--- config.mk ---
export PLATFORM = sky130hd
export DESIGN_NAME = rf_write_sched_flat
export DESIGN_NICKNAME = d
export VERILOG_FILES = /design/src/rtl/cpu_pkg.sv /design/src/rtl/rf_write_sched_if.sv /design/src/rtl/rf_wb_fifo.sv /design/src/rtl/rf_write_sched.sv /design/src/flat_wrapper.sv
export SDC_FILE = /design/constraint.sdc
export NUM_CORES = 1
export LEC_CHECK = 0
export ABC_AREA = 0
export CAP_MARGIN = 20
export CORE_AREA = 2 2 102 104
export DETAILED_ROUTE_END_ITERATION = 10
export DIE_AREA = 0 0 104 106
export PLACE_DENSITY = 0.84
export SYNTH_ARGS = -nofsm -noshare
export SYNTH_HDL_FRONTEND = slang
export SYNTH_HIERARCHICAL = 1
export SYNTH_SLANG_ARGS = --single-unit
export TNS_END_PERCENT = 5
--- constraint.sdc ---
create_clock -name clk -period 7.7 [get_ports clk]
set_input_delay 1.54 -clock clk [delete_from_list [all_inputs] [get_ports clk]]
set_output_delay 1.54 -clock clk [all_outputs]
set_load 0.01 [all_outputs]
--- src/rtl/cpu_pkg.sv ---
// Shared CPU definitions: write-back bundle layout, register-file widths
// and the write scheduler state encoding.
package cpu_pkg;

  localparam int WB_RESULT_W  = 38;
  localparam int WB_VALID_BIT = 37;
  localparam int WB_DEST_HI   = 36;
  localparam int WB_DEST_LO   = 32;
  localparam int WB_DATA_HI   = 31;

  localparam int REG_ADDR_W = 5;
  localparam int DATA_W     = 32;

  typedef enum logic {
    IDLE = 1'b0,
    WAIT = 1'b1
  } schedState_t;

endpackage

--- src/rtl/rf_write_sched_if.sv ---
// Bus between the write-back/LU producers (master) and the register-file
// write scheduler (slave).
//   wb_result            : write-back bundle {valid, dest, data}
//   lu_valid/dest/data   : long-latency unit result offer
//   lu_ready             : scheduler can buffer an LU result
//   delay                : freeze upstream, wb_result is held
//   rf_we/waddr/wdata    : registered register-file write port
//   busy                 : LU buffer non-empty
interface rf_write_sched_if #(
  parameter int DATA_W = 32,
  parameter int ADDR_W = 5
);
  logic [cpu_pkg::WB_RESULT_W-1:0] wb_result;
  logic              lu_valid;
  logic [ADDR_W-1:0] lu_dest;
  logic [DATA_W-1:0] lu_data;
  logic              lu_ready;
  logic              delay;
  logic              rf_we;
  logic [ADDR_W-1:0] rf_waddr;
  logic [DATA_W-1:0] rf_wdata;
  logic              busy;

  modport master (
    output wb_result, lu_valid, lu_dest, lu_data,
    input  lu_ready, delay, rf_we, rf_waddr, rf_wdata, busy
  );

  modport slave (
    input  wb_result, lu_valid, lu_dest, lu_data,
    output lu_ready, delay, rf_we, rf_waddr, rf_wdata, busy
  );
endinterface

--- src/rtl/rf_wb_fifo.sv ---
// Small synchronous FIFO buffering LU results ({dest,data}).
//   clk, reset (async active-low)
//   wrEn/wrData : push (ignored when full)
//   rdEn/rdData : pop (ignored when empty), rdData shows the head
//   count/full/empty : occupancy, all from registered state
module rf_wb_fifo #(
  parameter int WIDTH = 37,
  parameter int DEPTH = 2
) (
  input  logic                       clk,
  input  logic                       reset,
  input  logic                       wrEn,
  input  logic [WIDTH-1:0]           wrData,
  input  logic                       rdEn,
  output logic [WIDTH-1:0]           rdData,
  output logic [$clog2(DEPTH+1)-1:0] count,
  output logic                       full,
  output logic                       empty
);
  localparam int PTR_W = $clog2(DEPTH);
  localparam int CNT_W = $clog2(DEPTH + 1);

  logic [WIDTH-1:0] mem [DEPTH];
  logic [PTR_W-1:0] wrPtr, rdPtr;
  logic             doWr, doRd;

  assign full   = (count == CNT_W'(DEPTH));
  assign empty  = (count == '0);
  assign doWr   = wrEn && !full;
  assign doRd   = rdEn && !empty;
  assign rdData = mem[rdPtr];

  // Storage needs no reset; only occupied slots are ever read.
  always_ff @(posedge clk) begin
    if (doWr) mem[wrPtr] <= wrData;
  end

  // DEPTH is a power of two, so pointers wrap by natural overflow.
  always_ff @(posedge clk or negedge reset) begin
    if (!reset) begin
      wrPtr <= '0;
      rdPtr <= '0;
      count <= '0;
    end else begin
      if (doWr) wrPtr <= wrPtr + PTR_W'(1);
      if (doRd) rdPtr <= rdPtr + PTR_W'(1);
      case ({doWr, doRd})
        2'b10:   count <= count + CNT_W'(1);
        2'b01:   count <= count - CNT_W'(1);
        default: count <= count;
      endcase
    end
  end
endmodule

--- src/rtl/rf_write_sched.sv ---
// Register-file write port scheduler. The in-order write-back result wins
// by default; buffered LU results take bubbles, or steal the port for one
// cycle (raising delay) when the buffer is full or the head has been
// passed over MAX_WAIT times.
//   clk, reset (async active-low)
//   bus : rf_write_sched_if.slave (write-back, LU offer, RF write, status)
//
//   state | meaning
//   IDLE  | LU buffer empty, write-back owns the port
//   WAIT  | LU head pending, granted on a bubble or by a forced steal
module rf_write_sched #(
  parameter int DATA_W     = 32,
  parameter int ADDR_W     = 5,
  parameter int FIFO_DEPTH = 2,
  parameter int MAX_WAIT   = 4
) (
  input  logic clk,
  input  logic reset,
  rf_write_sched_if.slave bus
);
  import cpu_pkg::*;

  localparam int CNT_W  = $clog2(FIFO_DEPTH + 1);
  localparam int WAIT_W = $clog2(MAX_WAIT + 1);
  localparam logic [WAIT_W-1:0] WAIT_LIMIT = WAIT_W'(MAX_WAIT);

  schedState_t        state;
  logic [WAIT_W-1:0]  waitCnt;
  logic               rfWe;
  logic [ADDR_W-1:0]  rfWaddr;
  logic [DATA_W-1:0]  rfWdata;

  logic               wbValid;
  logic [ADDR_W-1:0]  wbDest;
  logic [DATA_W-1:0]  wbData;
  logic [ADDR_W+DATA_W-1:0] headEntry;
  logic [ADDR_W-1:0]  headDest;
  logic [DATA_W-1:0]  headData;
  logic [CNT_W-1:0]   fifoCount;
  logic               fifoFull, fifoEmpty;
  logic               enq, forceSteal, grantLu, grantWb;

  assign wbValid  = bus.wb_result[WB_VALID_BIT];
  assign wbDest   = bus.wb_result[WB_DEST_HI:WB_DEST_LO];
  assign wbData   = bus.wb_result[WB_DATA_HI:0];
  assign headDest = headEntry[ADDR_W+DATA_W-1:DATA_W];
  assign headData = headEntry[DATA_W-1:0];

  // Acceptance looks only at the registered count: a full buffer refuses
  // even in a cycle where it also drains.
  assign enq = bus.lu_valid && !fifoFull;

  assign forceSteal = (state == WAIT) && wbValid &&
                      (fifoFull || (waitCnt == WAIT_LIMIT));
  assign grantLu    = (state == WAIT) && (!wbValid || forceSteal);
  assign grantWb    = wbValid && !grantLu;

  rf_wb_fifo #(
    .WIDTH(ADDR_W + DATA_W),
    .DEPTH(FIFO_DEPTH)
  ) uFifo (
    .clk    (clk),
    .reset  (reset),
    .wrEn   (enq),
    .wrData ({bus.lu_dest, bus.lu_data}),
    .rdEn   (grantLu),
    .rdData (headEntry),
    .count  (fifoCount),
    .full   (fifoFull),
    .empty  (fifoEmpty)
  );

  always_ff @(posedge clk or negedge reset) begin
    if (!reset) begin
      state   <= IDLE;
      waitCnt <= '0;
      rfWe    <= 1'b0;
      rfWaddr <= '0;
      rfWdata <= '0;
    end else begin
      case (state)
        IDLE: begin
          waitCnt <= '0;
          if (enq) state <= WAIT;
        end
        WAIT: begin
          if (grantLu) begin
            waitCnt <= '0;
            if ((fifoCount == CNT_W'(1)) && !enq) state <= IDLE;
          end else if (waitCnt != WAIT_LIMIT) begin
            waitCnt <= waitCnt + WAIT_W'(1);
          end
        end
        default: state <= IDLE;
      endcase

      // r0 is hard-wired: a grant to dest 0 is consumed without a write.
      if (grantLu) begin
        rfWe    <= (headDest != '0);
        rfWaddr <= headDest;
        rfWdata <= headData;
      end else if (grantWb) begin
        rfWe    <= (wbDest != '0);
        rfWaddr <= wbDest;
        rfWdata <= wbData;
      end else begin
        rfWe <= 1'b0;
      end
    end
  end

  assign bus.lu_ready = !fifoFull;
  assign bus.delay    = forceSteal;
  assign bus.busy     = !fifoEmpty;
  assign bus.rf_we    = rfWe;
  assign bus.rf_waddr = rfWaddr;
  assign bus.rf_wdata = rfWdata;
endmodule

--- src/flat_wrapper.sv ---
// flat-port wrapper written by rule: the top's interface ports become plain ports
module rf_write_sched_flat import cpu_pkg::*;
#(
  parameter int DATA_W     = 32,
  parameter int ADDR_W     = 5,
  parameter int FIFO_DEPTH = 2,
  parameter int MAX_WAIT   = 4
)
  (clk, reset, bus_wb_result, bus_lu_valid, bus_lu_dest, bus_lu_data, bus_lu_ready, bus_delay, bus_rf_we, bus_rf_waddr, bus_rf_wdata, bus_busy);
  rf_write_sched_if #(.DATA_W(DATA_W), .ADDR_W(ADDR_W)) bus_i ();
  input  logic clk;
  input  logic reset;
  input wire logic [$bits(bus_i.wb_result)-1:0] bus_wb_result;
  input wire logic [$bits(bus_i.lu_valid)-1:0] bus_lu_valid;
  input wire logic [$bits(bus_i.lu_dest)-1:0] bus_lu_dest;
  input wire logic [$bits(bus_i.lu_data)-1:0] bus_lu_data;
  output wire logic [$bits(bus_i.lu_ready)-1:0] bus_lu_ready;
  output wire logic [$bits(bus_i.delay)-1:0] bus_delay;
  output wire logic [$bits(bus_i.rf_we)-1:0] bus_rf_we;
  output wire logic [$bits(bus_i.rf_waddr)-1:0] bus_rf_waddr;
  output wire logic [$bits(bus_i.rf_wdata)-1:0] bus_rf_wdata;
  output wire logic [$bits(bus_i.busy)-1:0] bus_busy;
  assign bus_i.wb_result = bus_wb_result;
  assign bus_i.lu_valid = bus_lu_valid;
  assign bus_i.lu_dest = bus_lu_dest;
  assign bus_i.lu_data = bus_lu_data;
  assign bus_lu_ready = bus_i.lu_ready;
  assign bus_delay = bus_i.delay;
  assign bus_rf_we = bus_i.rf_we;
  assign bus_rf_waddr = bus_i.rf_waddr;
  assign bus_rf_wdata = bus_i.rf_wdata;
  assign bus_busy = bus_i.busy;
  rf_write_sched #(.DATA_W(DATA_W), .ADDR_W(ADDR_W), .FIFO_DEPTH(FIFO_DEPTH), .MAX_WAIT(MAX_WAIT)) u_core (.clk(clk), .reset(reset), .bus(bus_i));
endmodule
==> After elaboration in Yosys (flattened, before gate mapping) <==
Memory sizes are Yosys's and may differ from the RTL's.
Cells that the tools add are included.
{ "totals": {"word_cells": 58, "out_inout_bits": 41, "in_bits": 78, "ram_bits": 74, "regBits": 46, "memories": 1} }
{ "classes": {"eq_ne": 7, "bitwise": 1, "n_reduce_logical": 20, "addsub": 5, "n_mux": 16} }
{ "mem_list": {"columns": ["name", "words", "word_bits", "rd", "rd_clocked_by_memory_dff", "wr", "line", "rtl"], "rows": [
  ["u_core.uFifo.mem", 2, 37, 1, 0, 1, "rf_wb_fifo.sv:23", "logic [WIDTH-1:0] mem [DEPTH];"]
]} }
{ "ops": {"columns": ["cell", "n"], "rows": [
  ["two-way mux 32 bit", 2],
  ["two-way mux 5 bit", 2],
  ["nonzero test 5 bit", 2],
  ["logical AND 1 bit", 8],
  ["two-way mux 1 bit", 7],
  ["two-way mux 3 bit", 2],
  ["!= test 3 bit (second input constant)", 2],
  ["case mux 3 bit (2 select lines)", 1],
  ["zero test 1 bit", 5],
  ["equality test 2 x 1 -> 1 bit (second input constant)", 2],
  ["equality test 2 bit (second input constant)", 2],
  ["case mux 2 bit (2 select lines)", 1],
  ["nonzero test 2 bit", 2],
  ["adder 3 x 1 -> 3 bit (second input constant)", 1],
  ["equality test 3 bit (second input constant)", 1],
  ["adder 1 bit (second input constant)", 2],
  ["adder 2 x 1 -> 2 bit (second input constant)", 1],
  ["zero test 2 bit", 1],
  ["logical OR 1 bit", 2],
  ["case mux 1 bit (2 select lines)", 1],
  ["subtractor 2 x 1 -> 2 bit (second input constant)", 1],
  ["NOT 1 bit", 1]
]} }

==> Depth between registers and ports, before layout <==
{ "logic_depth": {"word_depth": 9, "mapped_depth": 11, "ltp_nobuf": 10} }

==> Cells and area by module <==
The synthesis kept the hierarchy.
{ "modules_own_cells": {"columns": ["module", "instances", "cells_each", "area_each_um2"], "rows": [
  ["rf_wb_fifo", 1, 133, 2949.1],
  ["rf_write_sched", 1, 159, 1935.6]
]} }

==> Least setup slack after synthesis <==
No wires, ideal clock.
{ "synth_path": {"path_type": "input -> register", "start": "input port bus_lu_valid", "end": "memory u_core.uFifo.mem[0][0] (enable)", "arrival_ns": 3.397, "setup_ns": 0.431, "stages": 3, "setup_slack_ns": 3.871, "path_cell_list": "nor2b_1 > nand2_1 > nor2_1"} }
{ "synth_between": {"elab_chain_cells": 4} }
{ "synth_lines": {"columns": ["element", "line", "rtl"], "rows": [
  ["from (decl)", "flat_wrapper.sv:14", "input wire logic [$bits(bus_i.lu_valid)-1:0] bus_lu_valid;"],
  ["logical AND 1 bit", "rf_write_sched.sv:51", "assign enq = bus.lu_valid && !fifoFull;"],
  ["logical AND 1 bit", "rf_wb_fifo.sv:29", "assign doWr = wrEn && !full;"],
  ["two-way mux 1 bit", "rf_wb_fifo.sv:35", "if (doWr) mem[wrPtr] <= wrData;"],
  ["two-way mux 1 bit (not written as such)", "rf_wb_fifo.sv:35", null],
  ["to (decl)", "rf_wb_fifo.sv:23", null]
]} }
No other way between the ends.

==> Worst setup path in the final report <==
{ "layout_path": {"start": "input port bus_wb_result[37]", "end": "output port bus_delay"} }
{ "layout_between": {"elab_chain_cells": 2} }
{ "layout_lines": {"columns": ["element", "line", "rtl"], "rows": [
  ["from (decl)", "flat_wrapper.sv:13", "input wire logic [$bits(bus_i.wb_result)-1:0] bus_wb_result;"],
  ["logical AND 1 bit (2 in series)", "rf_write_sched.sv:53", "assign forceSteal = (state == WAIT) && wbValid &&"],
  ["to (decl)", "flat_wrapper.sv:18", "output wire logic [$bits(bus_i.delay)-1:0] bus_delay;"]
]} }
No other way between the ends.

==> results.yml <==
run:
  drv_cap: 0
setup_path:
  cp_max_fo: 6
  max_stage_delay_ns: 0.59
  reg2reg_depth: 9
  startpoint_type: "input port"
  r2r_slack_ns: 5.41
  crit_chain: "clkdlybuf4s50_1 -> inv_2 -> nor2_1 -> clkdlybuf4s50_1"
  reg2reg_to: "u_core/uFifo/count[1]"
  crit_start: "bus_wb_result[37]"
  crit_type: "input port to output pin"
  critPathCapture: "bus_delay"
  endpoint_kind: "output pin"
  cp_common_cell: "clkdlybuf4s50_1"
  arrival_ns: 2.90
  crit_path_top_delay_cell: "clkdlybuf4s50_1"
  timing.rr.start: "u_core/uFifo/count[0]"
  cp.required_ns: 6.16
clocking:
  clk_path_buf_depth: 2
  cts_hold_buffers: 0
  clkTransAtPathRegs_ns: 0.06
  root_buffer: "clkbuf_8"
  cts_buffers: 17
  htree_num_levels: 4
  cts_resized: 0
  cts_tree: "done"
  clock_latency_ns: 0.50
  post_cts_buffers: 0
  clock-sinks: 120
sta:
  rsz0062_at_grt: "false"
  setup_viol: 0
  fmax_ghz: 0.225
  fin_setup_tns_ns: 0
  skew_ns: 0.00428
  fin_crit_sh_pct: 57.6
  finalHoldViolCount: 0
  slew_headroom_pct: 30.5
  maxSlewViolCount: 0
  tightest_slew_ns: 1.04
  min_period_ns: 4.44
finish:
  num_antenna_cells: 0
  finish.utilization_pct: 67.5
  area_growth_pct: 38.2
  drive_gt1_share_pct: 19.4
  final_nets: 500
  final_cell_area_um2: 6750
global_route:
  grt_max_degree: 47
  antenna_found_initial: 0
  grt_pass1_vias: 3145
  grt_pass1_wl_mm: 15.9
  grt_usage_pct: 19.2
  grt_overflow: 0
synthesis:
  yosys_register_bits: 120
  synth_cells: 292
  synth_area_leaders: "edfxtp_1, dfrtp_1, a221o_1"
  ys_seq_area_share_pct: 69.1
  synth_edf_count: 74
  synth.avg_cell_area_um2: 16.7
  ys_warn_count: 6
  yosysTopAreaCell: "edfxtp_1"
  ys_types: 34
  syn_area_um2: 4880
  ys.flop_type: "edfxtp_1"
  yosys.area.top_type_share_pct: 45.5
  synthArstFlopShare_pct: 38.3
  syn-num-nets: 373
routing:
  wl_mm: 9.99
  ant_nets: 0
  drtPass1Iterations: 4
  first_iter_violations: 146
  drc_errors: 0
  route.vias.total: 2946
  vias_per_cell: 5.19
  wl_per_cell_um: 17.6
placement:
  postPlaceCellArea_um2: 6140
  gp_congestion: 0.741
  port_buffers: 118
  hpwlAfterDp_mm: 6.10
power:
  p_leak_nw: 2.59
  peakVddDrop_mv: 0.177
  power_density_nw_per_um2: 386
die:
  die_area_um2: 11000
  boundaryPins: 119
  core_area_um2: 10000
  rows: 37
  fp.dieW_um: 104
  start_util_pct: 48.8
  die-height_um: 106
hold_path:
  whs_path_depth: 1
  hp-class: "flip-flop to flip-flop"
outcome:
  outcome: "complete, no violations"
[worst max-delay path: cells and delay by family]
kind / cells / cell delay (ns)
and+or+nand+nor: 1 / 0.11
buffers and inverters: 3 / 1.24
[report_power, final]
part | total (mW) | switching, mW | internal [mW]
Clock | 0.706 | 0.280 | 0.426
Sequential | 1.03 | 0.110 | 0.915
Combinational | 0.877 | 0.378 | 0.499
[worst min-delay path by stage]
stage / from / endpoint / slack, ns
CTS: u_core/waitCnt[0] / u_core/waitCnt[0] / 0.47
global route: u_core/waitCnt[0] / u_core/waitCnt[0] / 0.48
detailed placement: u_core/waitCnt[0] / u_core/waitCnt[0] / 0.46
global placement: u_core/waitCnt[0] / u_core/waitCnt[0] / 0.44
floorplan: u_core/waitCnt[0] / u_core/waitCnt[0] / 0.43
finish: u_core/waitCnt[0] / u_core/waitCnt[0] / 0.47
[registers in the layout, summed over array words and instances (netlist names)]
name and cells:
u_core/waitCnt 3, u_core/uFifo/mem 74, u_core/bus.rf_waddr 5, u_core/uFifo/wrPtr 1, u_core/state 1, u_core/bus.rf_wdata 32, u_core/bus.rf_we 1, u_core/uFifo/count 2
u_core/uFifo/rdPtr 1
[kinds of logic after synthesis]
kind of cell / count (synthesis) / share of synthesized area [%]
AO/OA/AOI/OAI: 45 / 8.94
XOR/XNOR: 6 / 1.08
adder cells (fa/ha/maj): 3 / 0.769
buffers and inverters: 24 / 3.28
flip-flops: 120 / 69.1
multiplexers: 38 / 10.3
AND/OR/NAND/NOR: 56 / 6.58
[final cells by class]
type | instances | area (um2)
clock buffer | 17 | 414
inverter | 10 | 40.0
fill | 700 | 3250
sequential | 120 | 3370
tap | 136 | 170
clock inverter | 15 | 130
multi-input combinational | 148 | 1370
timing repair buffer | 122 | 1250
[routing by layer]
layer	GRT usage (%)	up-vias	share of wire, %
met5	0	-	0
met4	7.53	0	0.75
met3	6.25	9	5.9
met2	31.7	100	51
met1	23.5	1461	43
li1	-	1376	-
[cells in the final DEF (no fill, tap or decap), drive strengths merged, types with 5 or more instances in the layout]
master,Yosys,final
clkbuf,4,17
and2,36,36
dfrtp,46,46
a221o,36,36
clkinvlp,0,5
mux2,38,38
clkdlybuf4s50,0,117
nor2,9,9
clkinv,0,7
buf,10,5
inv,10,12
edfxtp,74,74
[Yosys cell counts (4+ instances only)]
cell,instances
a221o_1,36
and2_1,36
buf_6,6
dfrtp_1,46
edfxtp_1,74
inv_1,8
mux2_2,18
mux2_4,20
nor2_1,9
xnor2_1,4
[per-stage QoR]
| step | total power, mW | hold slack, ns | cells | setup slack (ns) |
|---|---|---|---|---|
| final | 2.61 | 0.467 | 568 | 3.26 |
| after global placement | 1.87 | 0.445 | 533 | 3.30 |
| after floorplan | 1.54 | 0.432 | 292 | 3.87 |
| after CTS | 2.62 | 0.469 | 565 | 3.26 |
| after global routing | 2.74 | 0.484 | 568 | 3.21 |
| after detailed placement | 1.89 | 0.461 | 533 | 3.27 |
(Power assumes the default switching activity.)
